<file path="config.mk">
export PLATFORM = sky130hd
export DESIGN_NAME = axi_req_arbiter
export DESIGN_NICKNAME = d
export VERILOG_FILES = /design/src/rtl/axi_req_arbiter_pkg.sv /design/src/rtl/axi_req_latch.sv /design/src/rtl/axi_req_arbiter.sv
export SDC_FILE = /design/constraint.sdc
export NUM_CORES = 1
export LEC_CHECK = 0
export ABC_CLOCK_PERIOD_IN_PS = 4300
export BUFFER_PORTS_ARGS = -buffer_cell sky130_fd_sc_hd__buf_2
export CAP_MARGIN = 20
export CORE_AREA = 2 2 142 144
export DETAILED_ROUTE_END_ITERATION = 16
export DIE_AREA = 0 0 144 146
export GPL_TIMING_DRIVEN = 0
export PLACE_DENSITY_LB_ADDON = 0.05
export SYNTH_ARGS = -nofsm -noshare
export SYNTH_HDL_FRONTEND = slang
export SYNTH_SLANG_ARGS = --single-unit
</file>
<file path="constraint.sdc">
create_clock -name clk -period 4.3 [get_ports clk]
set_input_delay 0.86 -clock clk [delete_from_list [all_inputs] [get_ports clk]]
set_output_delay 0.86 -clock clk [all_outputs]
set_load 0.01 [all_outputs]
</file>
<file path="src/rtl/axi_req_arbiter_pkg.sv">
// Shared types and constants for the AXI request arbiter.
package axi_req_arbiter_pkg;

  typedef enum logic [2:0] {
    S_IDLE,
    S_AR,
    S_R,
    S_W,
    S_B
  } state_t;

  localparam logic       ID_INST    = 1'b0;
  localparam logic       ID_DATA    = 1'b1;
  localparam logic [2:0] AXI_SIZE_4 = 3'd2;
  localparam logic [1:0] BURST_INCR = 2'b01;

  typedef struct packed {
    logic [3:0]  len;
    logic [31:0] addr;
  } ird_req_t;

  typedef struct packed {
    logic [3:0]  strb;
    logic [31:0] data;
    logic [31:0] addr;
  } wr_req_t;

endpackage

</file>
<file path="src/rtl/axi_req_latch.sv">
// Pending-request latch: holds one request (valid + payload) until granted.
module axi_req_latch #(
  parameter int unsigned W = 32
) (
  input  logic         clk,
  input  logic         rst,
  input  logic         set_i,
  input  logic         clr_i,
  input  logic [W-1:0] data_i,
  output logic         valid_o,
  output logic [W-1:0] data_o
);

  logic         valid_q, valid_d;
  logic [W-1:0] data_q, data_d;

  // A new request is accepted when empty, or when the held one is being
  // granted this same cycle; otherwise a pulse on a full latch is dropped.
  always_comb begin
    valid_d = valid_q;
    data_d  = data_q;
    if (set_i && (!valid_q || clr_i)) begin
      valid_d = 1'b1;
      data_d  = data_i;
    end else if (clr_i) begin
      valid_d = 1'b0;
    end
  end

  // State registers with synchronous reset.
  always_ff @(posedge clk) begin
    if (rst) begin
      valid_q <= 1'b0;
      data_q  <= '0;
    end else begin
      valid_q <= valid_d;
      data_q  <= data_d;
    end
  end

  assign valid_o = valid_q;
  assign data_o  = data_q;

endmodule

</file>
<file path="src/rtl/axi_req_arbiter.sv">
// Arbitrates instruction-read, data-read and write requests onto a single
// AXI master port, one transaction outstanding at a time.
module axi_req_arbiter
  import axi_req_arbiter_pkg::*;
(
  input  logic        clk,
  input  logic        rst,
  // requester side
  input  logic        axir_ireq,
  input  logic [31:0] axir_iaddr,
  input  logic [3:0]  axir_ilen,
  input  logic        axir_dreq,
  input  logic [31:0] axir_daddr,
  output logic        axir_rdy,
  output logic [31:0] axir_data,
  output logic        axir_rid,
  output logic        axir_last,
  input  logic        axiw_req,
  input  logic [31:0] axiw_addr,
  input  logic [31:0] axiw_data,
  input  logic [31:0] axiw_sel,
  output logic        axiw_rdy,
  // AXI read address
  output logic        arid,
  output logic [31:0] araddr,
  output logic [3:0]  arlen,
  output logic [2:0]  arsize,
  output logic [1:0]  arburst,
  output logic        arvalid,
  input  logic        arready,
  // AXI read data
  input  logic [31:0] rdata,
  input  logic [0:0]  rid,
  input  logic        rvalid,
  input  logic        rlast,
  output logic        rready,
  // AXI write address / data / response
  output logic        awid,
  output logic [31:0] awaddr,
  output logic [3:0]  awlen,
  output logic [2:0]  awsize,
  output logic [1:0]  awburst,
  output logic        awvalid,
  input  logic        awready,
  output logic [31:0] wdata,
  output logic [3:0]  wstrb,
  output logic        wlast,
  output logic        wvalid,
  input  logic        wready,
  input  logic        bvalid,
  output logic        bready
);

  state_t      state_q;
  logic        arid_q, arvalid_q, awvalid_q, wvalid_q;
  logic [31:0] araddr_q, awaddr_q, wdata_q;
  logic [3:0]  arlen_q, wstrb_q;

  ird_req_t    i_pl;
  wr_req_t     w_pl;
  logic [31:0] d_addr;
  logic        i_vld, d_vld, w_vld;
  logic        i_clr, d_clr, w_clr;

  // Grant decode: write beats data read beats instruction read.
  always_comb begin
    w_clr = (state_q == S_IDLE) && w_vld;
    d_clr = (state_q == S_IDLE) && !w_vld && d_vld;
    i_clr = (state_q == S_IDLE) && !w_vld && !d_vld && i_vld;
  end

  axi_req_latch #(.W($bits(ird_req_t))) u_ilatch (
    .clk     (clk),
    .rst     (rst),
    .set_i   (axir_ireq),
    .clr_i   (i_clr),
    .data_i  ({axir_ilen, axir_iaddr}),
    .valid_o (i_vld),
    .data_o  (i_pl)
  );

  axi_req_latch #(.W(32)) u_dlatch (
    .clk     (clk),
    .rst     (rst),
    .set_i   (axir_dreq),
    .clr_i   (d_clr),
    .data_i  (axir_daddr),
    .valid_o (d_vld),
    .data_o  (d_addr)
  );

  axi_req_latch #(.W($bits(wr_req_t))) u_wlatch (
    .clk     (clk),
    .rst     (rst),
    .set_i   (axiw_req),
    .clr_i   (w_clr),
    .data_i  ({axiw_sel[3:0], axiw_data, axiw_addr}),
    .valid_o (w_vld),
    .data_o  (w_pl)
  );

  // Transaction FSM with registered AR/AW/W channel outputs.
  always_ff @(posedge clk) begin
    if (rst) begin
      state_q   <= S_IDLE;
      arid_q    <= 1'b0;
      araddr_q  <= '0;
      arlen_q   <= '0;
      arvalid_q <= 1'b0;
      awaddr_q  <= '0;
      awvalid_q <= 1'b0;
      wdata_q   <= '0;
      wstrb_q   <= '0;
      wvalid_q  <= 1'b0;
    end else begin
      case (state_q)
        S_IDLE: begin
          if (w_vld) begin
            awaddr_q  <= w_pl.addr;
            wdata_q   <= w_pl.data;
            wstrb_q   <= w_pl.strb;
            awvalid_q <= 1'b1;
            wvalid_q  <= 1'b1;
            state_q   <= S_W;
          end else if (d_vld) begin
            arid_q    <= ID_DATA;
            araddr_q  <= d_addr;
            arlen_q   <= '0;
            arvalid_q <= 1'b1;
            state_q   <= S_AR;
          end else if (i_vld) begin
            arid_q    <= ID_INST;
            araddr_q  <= i_pl.addr;
            arlen_q   <= i_pl.len;
            arvalid_q <= 1'b1;
            state_q   <= S_AR;
          end
        end
        S_AR: begin
          if (arready) begin
            arvalid_q <= 1'b0;
            state_q   <= S_R;
          end
        end
        S_R: begin
          if (rvalid && rlast) state_q <= S_IDLE;
        end
        S_W: begin
          if (awready) awvalid_q <= 1'b0;
          if (wready)  wvalid_q  <= 1'b0;
          // A channel counts as done if it already dropped or handshakes now.
          if ((!awvalid_q || awready) && (!wvalid_q || wready)) state_q <= S_B;
        end
        S_B: begin
          if (bvalid) state_q <= S_IDLE;
        end
        default: state_q <= S_IDLE;
      endcase
    end
  end

  assign arid    = arid_q;
  assign araddr  = araddr_q;
  assign arlen   = arlen_q;
  assign arsize  = AXI_SIZE_4;
  assign arburst = BURST_INCR;
  assign arvalid = arvalid_q;
  assign rready  = (state_q == S_R);

  assign awid    = 1'b0;
  assign awaddr  = awaddr_q;
  assign awlen   = '0;
  assign awsize  = AXI_SIZE_4;
  assign awburst = BURST_INCR;
  assign awvalid = awvalid_q;
  assign wdata   = wdata_q;
  assign wstrb   = wstrb_q;
  assign wlast   = 1'b1;
  assign wvalid  = wvalid_q;
  assign bready  = (state_q == S_B);

  assign axir_rdy  = rvalid && rready;
  assign axir_data = rdata;
  assign axir_rid  = rid[0];
  assign axir_last = rlast;
  assign axiw_rdy  = bvalid && bready;

endmodule

</file>
==> reports/qor_table.md, run 1 <==
| Item | Value | Unit |
| --- | --- | --- |
| Result of the run | finished, final reports clean | - |
| Share of cell area taken by muxes after synthesis | 0.0341 | - |
| Shortest clock period the worst path allows after layout | 2.87 | ns |
| Cells after Synth | 1,165 | - |
| Netlist Area Pre-Place | 9390 | um^2 |
| TritonCTS clock tree | done | - |
| Combinational family with the most area after synthesis | simple AND/OR/NAND/NOR gates | - |
| Share of the synthesized area in compound gates (AO/OA/AOI/OAI) | 0.151 | - |
| Combined area of the multi-input logic cells | 3660 | um^2 |
| Top-area cell type share of the netlist area | 0.533 | - |
| Die Span Y | 146 | um |
| Max-slew headroom | 0.442 | - |
| Maximum single-stage delay on the critical path | 0.52 | ns |
| Worst-path fanout max | 10 | - |
| Highest attainable clock frequency | 349 | MHz |
| Hold buffer count at cts | 0 | - |
| Layout cell share with drive strength beyond 1 | 0.266 | - |
| Worst-case vdd ir drop | 0.307 | mV |
| Clock Sinks | 250 | - |
| Ratio of total power to cell area | 509 | nW/um^2 |
| Gpl congestion | 0.820 | - |
| Average footprint of a synthesized cell | 8.06 | um^2 |
| Ratio of final minimum period to clock period | 0.667 | - |
| Clock transition at the registers of the reported paths | 0.06 | ns |
| Top cells by area in the synthesized netlist | sky130_fd_sc_hd__dfxtp_1, sky130_fd_sc_hd__nand2_1, sky130_fd_sc_hd__a21oi_1, sky130_fd_sc_hd__buf_4, sky130_fd_sc_hd__mux2i_1 | - |
| Pre-Repair DR Iteration Count | 5 | - |
| Clock tree skew after final layout | 0.0125 | ns |
| Endpoint type of the worst setup path | output pin | - |
| Cell breakdown of the critical path | clkbuf_1 -> nor3b_1 -> and2_1 -> buf_2 | - |
| DIE WIDTH | 144 | um |
| Total Nets Final | 1,706 | - |
| Global-route wire length before repair | 39.7 | mm |
| Crit path arrival time | 2.01 | ns |
| Number of warning messages in the yosys log | 0 | - |
| Placeable core region | 19,300 | um^2 |
| Number of buffer and inverter instances along the worst setup path | 2 | - |
| Static Leak | 5.27 | nW |
| Final-report hold violation count | 0 | - |
| Post-Route Utilization | 0.624 | - |
| Total Die Area | 21,000 | um^2 |
| Drt initial violations | 310 | - |
| Synth Area in XOR/XNOR | 0 | - |
| Initial antenna violation count | 6 | - |
| Type of the setup path with the least slack | flop to output pin | - |
| Count of filler cells inserted in the layout | 1,842 | - |
| Unrepaired setup endpoints after global routing | no | - |
| Max H-tree Level | 1 | - |
| Number of vias in the routed layout | 8,543 | - |
| Routed wire length | 25.3 | mm |
| Number of slew-limit violations in the final report | 0 | - |
| Required time of the critical path | 3.44 | ns |
| FF/Latch Area | 5000 | um^2 |
| Final number of setup-violating endpoints | 0 | - |
| Inserted Clock Buffers | 26 | - |
| Synthesis-to-finish area growth | 28.5 | % |
| Number of nets with antenna violations after routing | 0 | - |
| Sequential element share of the synthesized area | 0.533 | - |
| Post-synthesis share of cell area spent on and, or, nand and nor gates | 0.198 | - |
| Startpoint type of the worst setup path | flop | - |
| Placed instance count | 1,735 | - |
| Clock Latency Late Sink | 0.53 | ns |
| Cells resized by post-CTS repair | 0 | - |
| Port Buf Inserts | 291 | - |
| Starting Density | 0.486 | - |
| GR Util All Layers | 0.235 | - |
| Per-cell routed wire length | 14.2 | um |
| Vias in the first global route | 8,022 | - |
| Type of the most critical hold path | flop to flop | - |
| Total of max-cap violations | 0 | - |
| Unique cell type count in the Yosys netlist | 29 | - |
| DRC errors left | 0 | - |
| Synthesized flop and latch total | 250 | - |
| Actual transition at the worst max-transition pin | 0.832 | ns |
| Row count | 51 | - |
| Largest net degree at the start of global routing | 14 | - |
| Area share of fa/ha/maj cells after synthesis | 0 | - |
| Clock root cell | sky130_fd_sc_hd__clkbuf_16 | - |
| Post-synth top area cell | sky130_fd_sc_hd__dfxtp_1 | - |
| Top cell family by delay on the critical path | simple AND/OR/NAND/NOR gates | - |
| Cell with the largest stage delay on the worst path | sky130_fd_sc_hd__nor3b_1 | - |
| Max Root-Sink Buffers | 3 | - |
| Detailed Place HPWL | 18.8 | mm |
| Setup Fix Bufs, Post-CTS | 0 | - |
| Avg Vias per Cell | 4.79 | - |
| Residual overflow from global routing | 0 | - |
| Accumulated negative setup slack | 0 | ns |
| Final cell count without fillers | 1,785 | - |
| Total I/O pin count | 370 | - |
## cell usage after synthesis
| cell | number |
|---|---|
| sky130_fd_sc_hd__nand2_1 | 416 |
| sky130_fd_sc_hd__dfxtp_1 | 250 |
| sky130_fd_sc_hd__a21oi_1 | 213 |
| sky130_fd_sc_hd__clkbuf_1 | 62 |
| sky130_fd_sc_hd__buf_4 | 53 |
| sky130_fd_sc_hd__nor2_1 | 45 |
| sky130_fd_sc_hd__a211oi_1 | 32 |
| sky130_fd_sc_hd__mux2i_1 | 32 |
| sky130_fd_sc_hd__buf_2 | 14 |
| sky130_fd_sc_hd__o21ai_0 | 6 |
| sky130_fd_sc_hd__a22oi_1 | 5 |
| sky130_fd_sc_hd__and2_1 | 5 |
| sky130_fd_sc_hd__buf_6 | 4 |
| sky130_fd_sc_hd__inv_1 | 4 |
| sky130_fd_sc_hd__buf_1 | 3 |
| sky130_fd_sc_hd__nor3b_1 | 3 |
| sky130_fd_sc_hd__or3_1 | 3 |
| sky130_fd_sc_hd__conb_1 | 2 |
| sky130_fd_sc_hd__nor3_1 | 2 |
| sky130_fd_sc_hd__or3_4 | 2 |
| sky130_fd_sc_hd__a21boi_4 | 1 |
| sky130_fd_sc_hd__a311oi_1 | 1 |
| sky130_fd_sc_hd__a31oi_1 | 1 |
| sky130_fd_sc_hd__nand2b_1 | 1 |
| sky130_fd_sc_hd__nand3b_1 | 1 |
| sky130_fd_sc_hd__nor4_1 | 1 |
| sky130_fd_sc_hd__o21ai_1 | 1 |
| sky130_fd_sc_hd__o221ai_1 | 1 |
| sky130_fd_sc_hd__or4_1 | 1 |
## worst reg2reg max path: stages, from the launching register on
cell and delay (ns):
sky130_fd_sc_hd__dfxtp_1 0.31, sky130_fd_sc_hd__clkbuf_1 0.20, sky130_fd_sc_hd__nor3_1 0.28, sky130_fd_sc_hd__and2_1 0.16
sky130_fd_sc_hd__clkbuf_1 0.22, sky130_fd_sc_hd__buf_2 0.29, sky130_fd_sc_hd__buf_1 0.44, sky130_fd_sc_hd__nand2_1 0.14
sky130_fd_sc_hd__a21oi_1 0.15
## final cells by class
| class | instances | share of cell area |
|---|---|---|
| inverters | 4 | 0.00124 |
| clock buffers | 40 | 0.0649 |
| plain buffers | 136 | 0.0628 |
| well taps | 265 | 0.0275 |
| multi-input cells | 789 | 0.304 |
| flip-flops and latches | 250 | 0.415 |
| diodes | 6 | 0.00124 |
| clock inverters | 4 | 0.00290 |
| repair buffers | 291 | 0.121 |
## cell usage in the layout (no fill, tap or decap), types with 3 or more instances in the layout
cell type                     n
sky130_fd_sc_hd__o21ai_0      6
sky130_fd_sc_hd__dfxtp_1    250
sky130_fd_sc_hd__conb_1      16
sky130_fd_sc_hd__mux2i_1     32
sky130_fd_sc_hd__clkbuf_8     8
sky130_fd_sc_hd__or3_1        3
sky130_fd_sc_hd__nand2_1    416
sky130_fd_sc_hd__nor2_1      45
sky130_fd_sc_hd__diode_2      6
sky130_fd_sc_hd__nor3b_1      3
sky130_fd_sc_hd__a21oi_1    213
sky130_fd_sc_hd__clkbuf_1    68
sky130_fd_sc_hd__a22oi_1      5
sky130_fd_sc_hd__and2_1       5
sky130_fd_sc_hd__buf_1        3
sky130_fd_sc_hd__a211oi_1    32
sky130_fd_sc_hd__buf_4       53
sky130_fd_sc_hd__buf_6        4
sky130_fd_sc_hd__clkbuf_16   26
sky130_fd_sc_hd__inv_1        4
sky130_fd_sc_hd__buf_2      305
## registers in the layout, summed over array words and instances (netlist names)
name / flops
arlen: 4
u_ilatch.valid_o: 1
arvalid: 1
u_wlatch.valid_o: 1
awvalid: 1
u_wlatch.data_o: 68
wvalid: 1
u_dlatch.data_o: 32
araddr: 32
state_q: 3
awaddr: 32
wstrb: 4
u_ilatch.data_o: 36
wdata: 32
u_dlatch.valid_o: 1
arid: 1
## path summary, 6_finish.rpt
kind                            startpoint         end  slack, ns  cells after the start
worst min register to register  awaddr[21]  awaddr[21]       0.45                      2
worst min-delay path            awaddr[21]  awaddr[21]       0.45                      2
worst max register to register  state_q[1]   wdata[27]       2.05                      8
worst max-delay path            state_q[1]    axir_rdy       1.43                      4
## power by group
part	internal, mW	total [mW]	switching (mW)
sequential	2.58	2.71	0.128
clock	1.25	2.13	0.883
combinational	0.495	1.31	0.811
## through the flow
| stage | total power [mW] | hold WS (ns) | cell area (um^2) | setup slack (ns) |
|---|---|---|---|---|
| 2_1_floorplan | 3.59 | 0.432 | 9440 | 2.26 |
| 3_3_place_gp | 4.05 | 0.436 | 11200 | 1.80 |
| 3_5_place_dp | 4.07 | 0.443 | 11200 | 1.76 |
| 4_1_cts | 6.21 | 0.451 | 12000 | 1.50 |
| 5_1_grt | 6.48 | 0.466 | 12100 | 1.35 |
| 6_report | 6.15 | 0.449 | 12100 | 1.43 |
## kinds of logic after synthesis
kind of cell           after synthesis
and+or+nand+nor                    480
AOI/OAI and AO/OA                  261
DFF                                250
buffers and inverters              140
muxes                               32
other                                2
## routing by layer
layer,routed length [um],track usage,vias up,share of wire
li1,-,-,4410,-
met2,12100,0.400,278,0.48
met3,2090,0.0652,37,0.083
met4,483,0.0549,4,0.019
met1,10600,0.294,3814,0.42
met5,18,0,-,0.00071
Note: power is estimated with default switching activity, not from simulation.
==> run 2, diff against run 1 <==
ABC_AREA = 1   (was not set)
ABC_CLOCK_PERIOD_IN_PS = 2500   (was 4300)
CORE_AREA = not set   (was 2 2 142 144)
CORE_ASPECT_RATIO = 1.1   (was not set)
CORE_UTILIZATION = 44   (was not set)
DIE_AREA = not set   (was 0 0 144 146)
clock period = 2.5 ns   (was 4.3 ns; I/O delays follow)
==> reports/qor_table.md, run 2 <==
| Item | Value | Unit |
| --- | --- | --- |
| Result of the run | finished, final reports clean | - |
| Row count | 56 | - |
| Placeable core region | 21,600 | um^2 |
| Clock Latency Late Sink | 0.52 | ns |
| Combined area of the multi-input logic cells | 3630 | um^2 |
| GR Util All Layers | 0.228 | - |
| Actual transition at the worst max-transition pin | 0.736 | ns |
| Shortest clock period the worst path allows after layout | 2.01 | ns |
| Synth Area in XOR/XNOR | 0 | - |
| Clock tree skew after final layout | 0.0100 | ns |
| Global Route met3 Usage | 0.0475 | - |
| Unrepaired setup endpoints after global routing | no | - |
| Routed wire length | 27.1 | mm |
| Post-synth top area cell | sky130_fd_sc_hd__dfxtp_1 | - |
| Detailed Place HPWL | 19.6 | mm |
| Share of cell area taken by muxes after synthesis | 0 | - |
| Share of the synthesized area in compound gates (AO/OA/AOI/OAI) | 0.187 | - |
| Number of vias in the routed layout | 9,026 | - |
| DRC errors left | 0 | - |
| Post-synth EDFFs | 0 | - |
| Cell with the largest stage delay on the worst path | sky130_fd_sc_hd__dfxtp_1 | - |
| Number of warning messages in the yosys log | 0 | - |
| Ratio of total power to cell area | 1010 | nW/um^2 |
| Static Leak | 5.59 | nW |
| Worst-case vdd ir drop | 0.544 | mV |
| Type of the setup path with the least slack | flop to output pin | - |
| Total Die Area | 22,900 | um^2 |
| Endpoint type of the worst setup path | output pin | - |
| Synthesized flop and latch total | 250 | - |
| Startpoint type of the worst setup path | flop | - |
| Max-slew headroom | 0.510 | - |
| Combinational family with the most area after synthesis | compound AO/OA/AOI/OAI gates | - |
| Pre-Repair DR Iteration Count | 5 | - |
| Port Buf Inserts | 289 | - |
| Synthesis-to-finish area growth | 28.2 | % |
| Final number of setup-violating endpoints | 0 | - |
| Gpl congestion | 0.819 | - |
| Clock Sinks | 250 | - |
| Initial antenna violation count | 5 | - |
| Async SR Flop Fraction | 0 | - |
| Netlist Area Pre-Place | 9810 | um^2 |
| Type of the most critical hold path | input pin to flop | - |
| Largest net degree at the start of global routing | 14 | - |
| Clock transition at the registers of the reported paths | 0.06 | ns |
| Residual overflow from global routing | 0 | - |
| Inserted Clock Buffers | 27 | - |
| TritonCTS clock tree | done | - |
| Highest attainable clock frequency | 498 | MHz |
| Starting Density | 0.454 | - |
| Crit path arrival time | 1.51 | ns |
| Layout cell share with drive strength beyond 1 | 0.296 | - |
| Final-report hold violation count | 0 | - |
| Per-cell routed wire length | 14.5 | um |
| Count of filler cells inserted in the layout | 2,172 | - |
| Routing usage on met1 | 0.288 | - |
| Maximum single-stage delay on the critical path | 0.46 | ns |
| Max Root-Sink Buffers | 3 | - |
| Final cell count without fillers | 1,868 | - |
| Dominant cell by count in the synthesized netlist | sky130_fd_sc_hd__dfxtp_1 | - |
| Vias in the first global route | 8,184 | - |
| Accumulated negative setup slack | 0 | ns |
| Drt initial violations | 402 | - |
| Ratio of final minimum period to clock period | 0.804 | - |
| Commonest non-fill, non-tap cells in the layout | sky130_fd_sc_hd__buf_2, sky130_fd_sc_hd__dfxtp_1, sky130_fd_sc_hd__nand2_1, sky130_fd_sc_hd__a21oi_1, sky130_fd_sc_hd__o21ai_0 | - |
| Hold path endpoint | u_dlatch.data_o[24] | - |
| Sequential element share of the synthesized area | 0.510 | - |
| Required time of the critical path | 2.00 | ns |
| Worst-path fanout max | 6 | - |
| FF-to-FF path depth | 7 | - |
| Total of max-cap violations | 0 | - |
| Hold buffer count at cts | 0 | - |
| Setup Fix Bufs, Post-CTS | 0 | - |
| Total I/O pin count | 370 | - |
| Average footprint of a synthesized cell | 8.01 | um^2 |
| Number of flip-flops in the largest register | 68 | - |
| Top-area cell type share of the netlist area | 0.510 | - |
| Top cells by area in the synthesized netlist | sky130_fd_sc_hd__dfxtp_1, sky130_fd_sc_hd__a21oi_1, sky130_fd_sc_hd__nand2_1, sky130_fd_sc_hd__o21ai_0, sky130_fd_sc_hd__nand3_1 | - |
| Post-synthesis share of cell area spent on and, or, nand and nor gates | 0.177 | - |
| Avg Vias per Cell | 4.83 | - |
| Worst reg2reg path startpoint | state_q[1] | - |
| Number of nets with antenna violations after routing | 0 | - |
| Max H-tree Level | 1 | - |
| Number of slew-limit violations in the final report | 0 | - |
| Clock root cell | sky130_fd_sc_hd__clkbuf_16 | - |
| Cells resized by post-CTS repair | 0 | - |
| Die Span Y | 159 | um |
| Busiest layer in global routing | met2 | - |
| Unique cell type count in the Yosys netlist | 30 | - |
| Worst hold path depth | 3 | - |
| DIE WIDTH | 144 | um |
| FF/Latch Area | 5000 | um^2 |
| Main synth FF type | sky130_fd_sc_hd__dfxtp_1 | - |
| Global Route met2 Usage | 0.392 | - |
| Commonest non-fill, non-tap cell in the layout | sky130_fd_sc_hd__buf_2 | - |
| Cells after Synth | 1,225 | - |
| Cell breakdown of the critical path | inv_1 -> nor4_1 -> buf_2 | - |
| Flop-to-flop setup slack | 0.87 | ns |
| Area share of fa/ha/maj cells after synthesis | 0 | - |
| Crit Reg-Reg Endpoint | u_dlatch.data_o[11] | - |
| Placed instance count | 1,818 | - |
| Global-route wire length before repair | 41.2 | mm |
| Hold Crit Start | axir_daddr[24] | - |
| Leading cell types by count after synthesis | sky130_fd_sc_hd__dfxtp_1, sky130_fd_sc_hd__nand2_1, sky130_fd_sc_hd__a21oi_1, sky130_fd_sc_hd__o21ai_0, sky130_fd_sc_hd__nand3_1 | - |
| Total Nets Final | 1,765 | - |
run 2: cell count changes after synthesis, moves of 9 or more:
cell	previous run	this run
sky130_fd_sc_hd__buf_2	14	38
sky130_fd_sc_hd__a21oi_2	0	9
sky130_fd_sc_hd__mux2i_1	32	0
sky130_fd_sc_hd__o21ai_0	6	126
sky130_fd_sc_hd__clkbuf_1	62	45
sky130_fd_sc_hd__nand3_1	0	105
sky130_fd_sc_hd__nand3_2	0	11
sky130_fd_sc_hd__a211oi_1	32	0
sky130_fd_sc_hd__inv_1	4	82
sky130_fd_sc_hd__nor2_1	45	73
sky130_fd_sc_hd__nand2_1	416	192
sky130_fd_sc_hd__a31oi_1	1	32
sky130_fd_sc_hd__a21oi_1	213	172
run 2: cell type report:
cell class,count,area share
clock buffer,36,0.0612
multi-input combinational,758,0.289
clock inverter,10,0.0101
tap,290,0.0289
timing repair buffer,289,0.115
antenna,4,0.000796
buffer,147,0.0719
sequential,250,0.398
inverter,84,0.0251
run 2: cells by family after synthesis:
family | after synthesis
buffers and inverters | 231
flip-flops | 250
AO/OA/AOI/OAI | 348
AND/OR/NAND/NOR | 394
other | 2
run 2: metrics by stage:
stage	util	power (mW)	area [um^2]	hold WS [ns]	setup WS, ns
final	0.583	12.7	12600	0.212	0.491
after global routing	0.583	13.4	12600	0.214	0.365
after CTS	0.582	12.8	12600	0.203	0.471
after detailed placement	0.541	8.75	11700	0.433	0.414
after global placement	0.541	8.69	11700	0.429	0.427
after floorplan	-	7.43	9860	0.436	0.989
run 2: per-layer routing:
layer	up-vias	wire length (um)
li1	4654	-
met4	2	522
met3	47	1930
met2	279	12900
met1	4044	11700
met5	-	10
run 2: where the power goes:
group          leakage [nW]  switching, mW  internal [mW]
combinational          3.09           2.13           1.33
clock                 0.445           1.59           2.45
sequential             2.06          0.400           4.77
total                  5.59           4.12           8.55
run 2: critical path, delay by kind of cell, from the launching register on:
| family | cells | cell delay, ns |
|---|---|---|
| flip-flops | 1 | 0.46 |
| buffers and inverters | 2 | 0.30 |
| AND/OR/NAND/NOR | 1 | 0.23 |
run 2: worst max path at each step:
stage | from | end | slack [ns] | cells past startpoint
CTS | state_q[2] | axiw_rdy | 0.47 | 3
global placement | rst | u_ilatch.data_o[25] | 0.43 | 4
detailed placement | rst | u_ilatch.data_o[25] | 0.41 | 4
finish | state_q[2] | axiw_rdy | 0.49 | 3
floorplan | rst | u_ilatch.data_o[25] | 0.99 | 4
global route | state_q[1] | axir_rdy | 0.36 | 5
==> run 3, diff against run 2 <==
ABC_AREA = 0   (was 1)
ABC_CLOCK_PERIOD_IN_PS = 2100   (was 2500)
CORE_AREA = 2 2 142 144   (was not set)
CORE_ASPECT_RATIO = not set   (was 1.1)
CORE_UTILIZATION = not set   (was 44)
DIE_AREA = 0 0 144 146   (was not set)
clock period = 2.1 ns   (was 2.5 ns; I/O delays follow)
==> reports/qor_table.md, run 3 (synthesis results as in run 1) <==
| Item | Value | Unit |
| --- | --- | --- |
| Number of vias in the routed layout | 8,530 | - |
| Global Route met3 Usage | 0.0652 | - |
| Hold buffer count at cts | 0 | - |
| Critical path origin | state_q[0] | - |
| Commonest non-fill, non-tap cells in the layout | sky130_fd_sc_hd__nand2_1, sky130_fd_sc_hd__buf_2, sky130_fd_sc_hd__dfxtp_1, sky130_fd_sc_hd__a21oi_1, sky130_fd_sc_hd__clkbuf_1 | - |
| Initial antenna violation count | 6 | - |
| Global Route met2 Usage | 0.400 | - |
| Per-cell routed wire length | 14.2 | um |
| Placeable core region | 19,300 | um^2 |
| DRC errors left | 0 | - |
| Most repeated library cell on the critical path | sky130_fd_sc_hd__buf_2 | - |
| Endpoint type of the worst setup path | output pin | - |
| Largest net degree at the start of global routing | 15 | - |
| Max Root-Sink Buffers | 3 | - |
| Number of flip-flops in the largest register | 68 | - |
| Pre-Repair DR Iteration Count | 4 | - |
| Routing usage on met1 | 0.294 | - |
| Residual overflow from global routing | 0 | - |
| Row count | 51 | - |
| Static Leak | 5.32 | nW |
| Total I/O pin count | 370 | - |
| Crit path capture | axiw_rdy | - |
| Number of buffer and inverter instances along the worst setup path | 2 | - |
| Highest attainable clock frequency | 490 | MHz |
| Placed instance count | 1,735 | - |
| Number of slew-limit violations in the final report | 0 | - |
| Startpoint type of the worst setup path | flop | - |
| Top cell family by delay on the critical path | simple AND/OR/NAND/NOR gates | - |
| Clock Sinks | 250 | - |
| Clock root cell | sky130_fd_sc_hd__clkbuf_16 | - |
| Global-route wire length before repair | 39.7 | mm |
| Shortest clock period the worst path allows after layout | 2.04 | ns |
| Cell breakdown of the critical path | buf_2 -> nor3b_2 -> and2_1 -> buf_2 | - |
| DIE WIDTH | 144 | um |
| Crit Reg-Reg Endpoint | u_ilatch.data_o[8] | - |
| Unrepaired setup endpoints after global routing | yes | - |
| Maximum single-stage delay on the critical path | 0.32 | ns |
| Cell with the largest stage delay on the worst path | sky130_fd_sc_hd__dfxtp_1 | - |
| Required time of the critical path | 1.68 | ns |
| TritonCTS clock tree | done | - |
| Worst Hold Margin | 0.123 | ns |
| Layout cell share with drive strength beyond 1 | 0.278 | - |
| Type of the most critical hold path | input pin to flop | - |
| Clock transition at the registers of the reported paths | 0.06 | ns |
| Final number of setup-violating endpoints | 0 | - |
| Final cell count without fillers | 1,783 | - |
| Ratio of final minimum period to clock period | 0.972 | - |
| Worst-case vdd ir drop | 0.646 | mV |
| Inserted Clock Buffers | 26 | - |
| Die Span Y | 146 | um |
| Clock Latency Late Sink | 0.53 | ns |
| Drt initial violations | 312 | - |
| FF-to-FF path depth | 8 | - |
| Starting Density | 0.486 | - |
| Gpl congestion | 0.820 | - |
| Commonest non-fill, non-tap cell in the layout | sky130_fd_sc_hd__nand2_1 | - |
| Flop-to-flop setup slack | 0.11 | ns |
| Instance count on the critical path | 4 | - |
| Total Die Area | 21,000 | um^2 |
| Clock tree skew after final layout | 0.00999 | ns |
| Busiest layer in global routing | met2 | - |
| Actual transition at the worst max-transition pin | 0.778 | ns |
| Area of all placed cells without fillers | 12,100 | um^2 |
| Worst-path fanout max | 10 | - |
| Port Buf Inserts | 291 | - |
| Total placed instance area | 11,200 | um^2 |
| Number of nets with antenna violations after routing | 0 | - |
| Total Nets Final | 1,704 | - |
| Ratio of total power to cell area | 1040 | nW/um^2 |
| Result of the run | finished, final reports clean | - |
| Routed wire length | 25.4 | mm |
| Max H-tree Level | 1 | - |
| GR Util All Layers | 0.235 | - |
| Synthesis-to-finish area growth | 29.3 | % |
| Vias in the first global route | 8,026 | - |
| Total of max-cap violations | 0 | - |
| Avg Vias per Cell | 4.78 | - |
| Crit path arrival time | 1.62 | ns |
| Worst reg2reg path startpoint | state_q[2] | - |
| Final-report hold violation count | 0 | - |
| Type of the setup path with the least slack | flop to output pin | - |
| Max-slew headroom | 0.482 | - |
| Detailed Place HPWL | 18.8 | mm |
run 3: what timing repair did:
item	CTS	global route
gates resized for setup	7	26
hold endpoints to repair	0	0
setup buffers	0	1
setup endpoints to repair	74	189
pin swaps	2	2
run 3: metrics by stage:
step / setup TNS (ns) / power [mW] / utilization / setup slack, ns
6_report: 0 / 12.7 / 0.628 / 0.0588
5_1_grt: -0.0118 / 13.3 / 0.627 / -0.00639
4_1_cts: 0 / 12.7 / 0.624 / 0.00862
3_5_place_dp: -3.87 / 8.34 / 0.581 / -0.122
3_3_place_gp: -1.71 / 8.29 / 0.581 / -0.0800
2_1_floorplan: 0 / 7.35 / - / 0.292
run 3: where the power goes:
| group | internal [mW] | switching [mW] |
|---|---|---|
| sequential | 5.29 | 0.269 |
| combinational | 1.07 | 1.68 |
| clock | 2.55 | 1.82 |
run 3: tightest hold or removal path, delay by kind of cell:
kind	cells	cell delay, ns
simple gates	1	0.04
compound gates	1	0.05
buf+inv	1	0.09
run 3: how the worst min path moves through the flow:
| stage | start | to | slack, ns | cells after the start |
|---|---|---|---|---|
| after floorplan | u_wlatch.data_o[0] | awaddr[0] | 0.43 | 2 |
| after global placement | u_wlatch.data_o[13] | awaddr[13] | 0.44 | 2 |
| after detailed placement | u_wlatch.data_o[60] | wdata[28] | 0.44 | 2 |
| after CTS | arready | arvalid | 0.10 | 2 |
| after global routing | axiw_addr[24] | u_wlatch.data_o[24] | 0.12 | 3 |
| final | axiw_addr[30] | u_wlatch.data_o[30] | 0.12 | 3 |
run 3: final cells by class:
class	count	area, um^2
diodes	6	15.0
plain buffers	133	774
clock buffers	40	783
clock inverters	4	35.0
fillers	1835	7200
inverters	4	15.0
multi-input cells	789	3700
flip-flops and latches	250	5000
well taps	265	332
repair buffers	292	1480
run 3: layer usage:
metal | up-vias | wire [um]
met3 | 36 | 2070
met4 | 4 | 473
met5 | - | 18
li1 | 4401 | -
met1 | 3819 | 10700
met2 | 270 | 12100
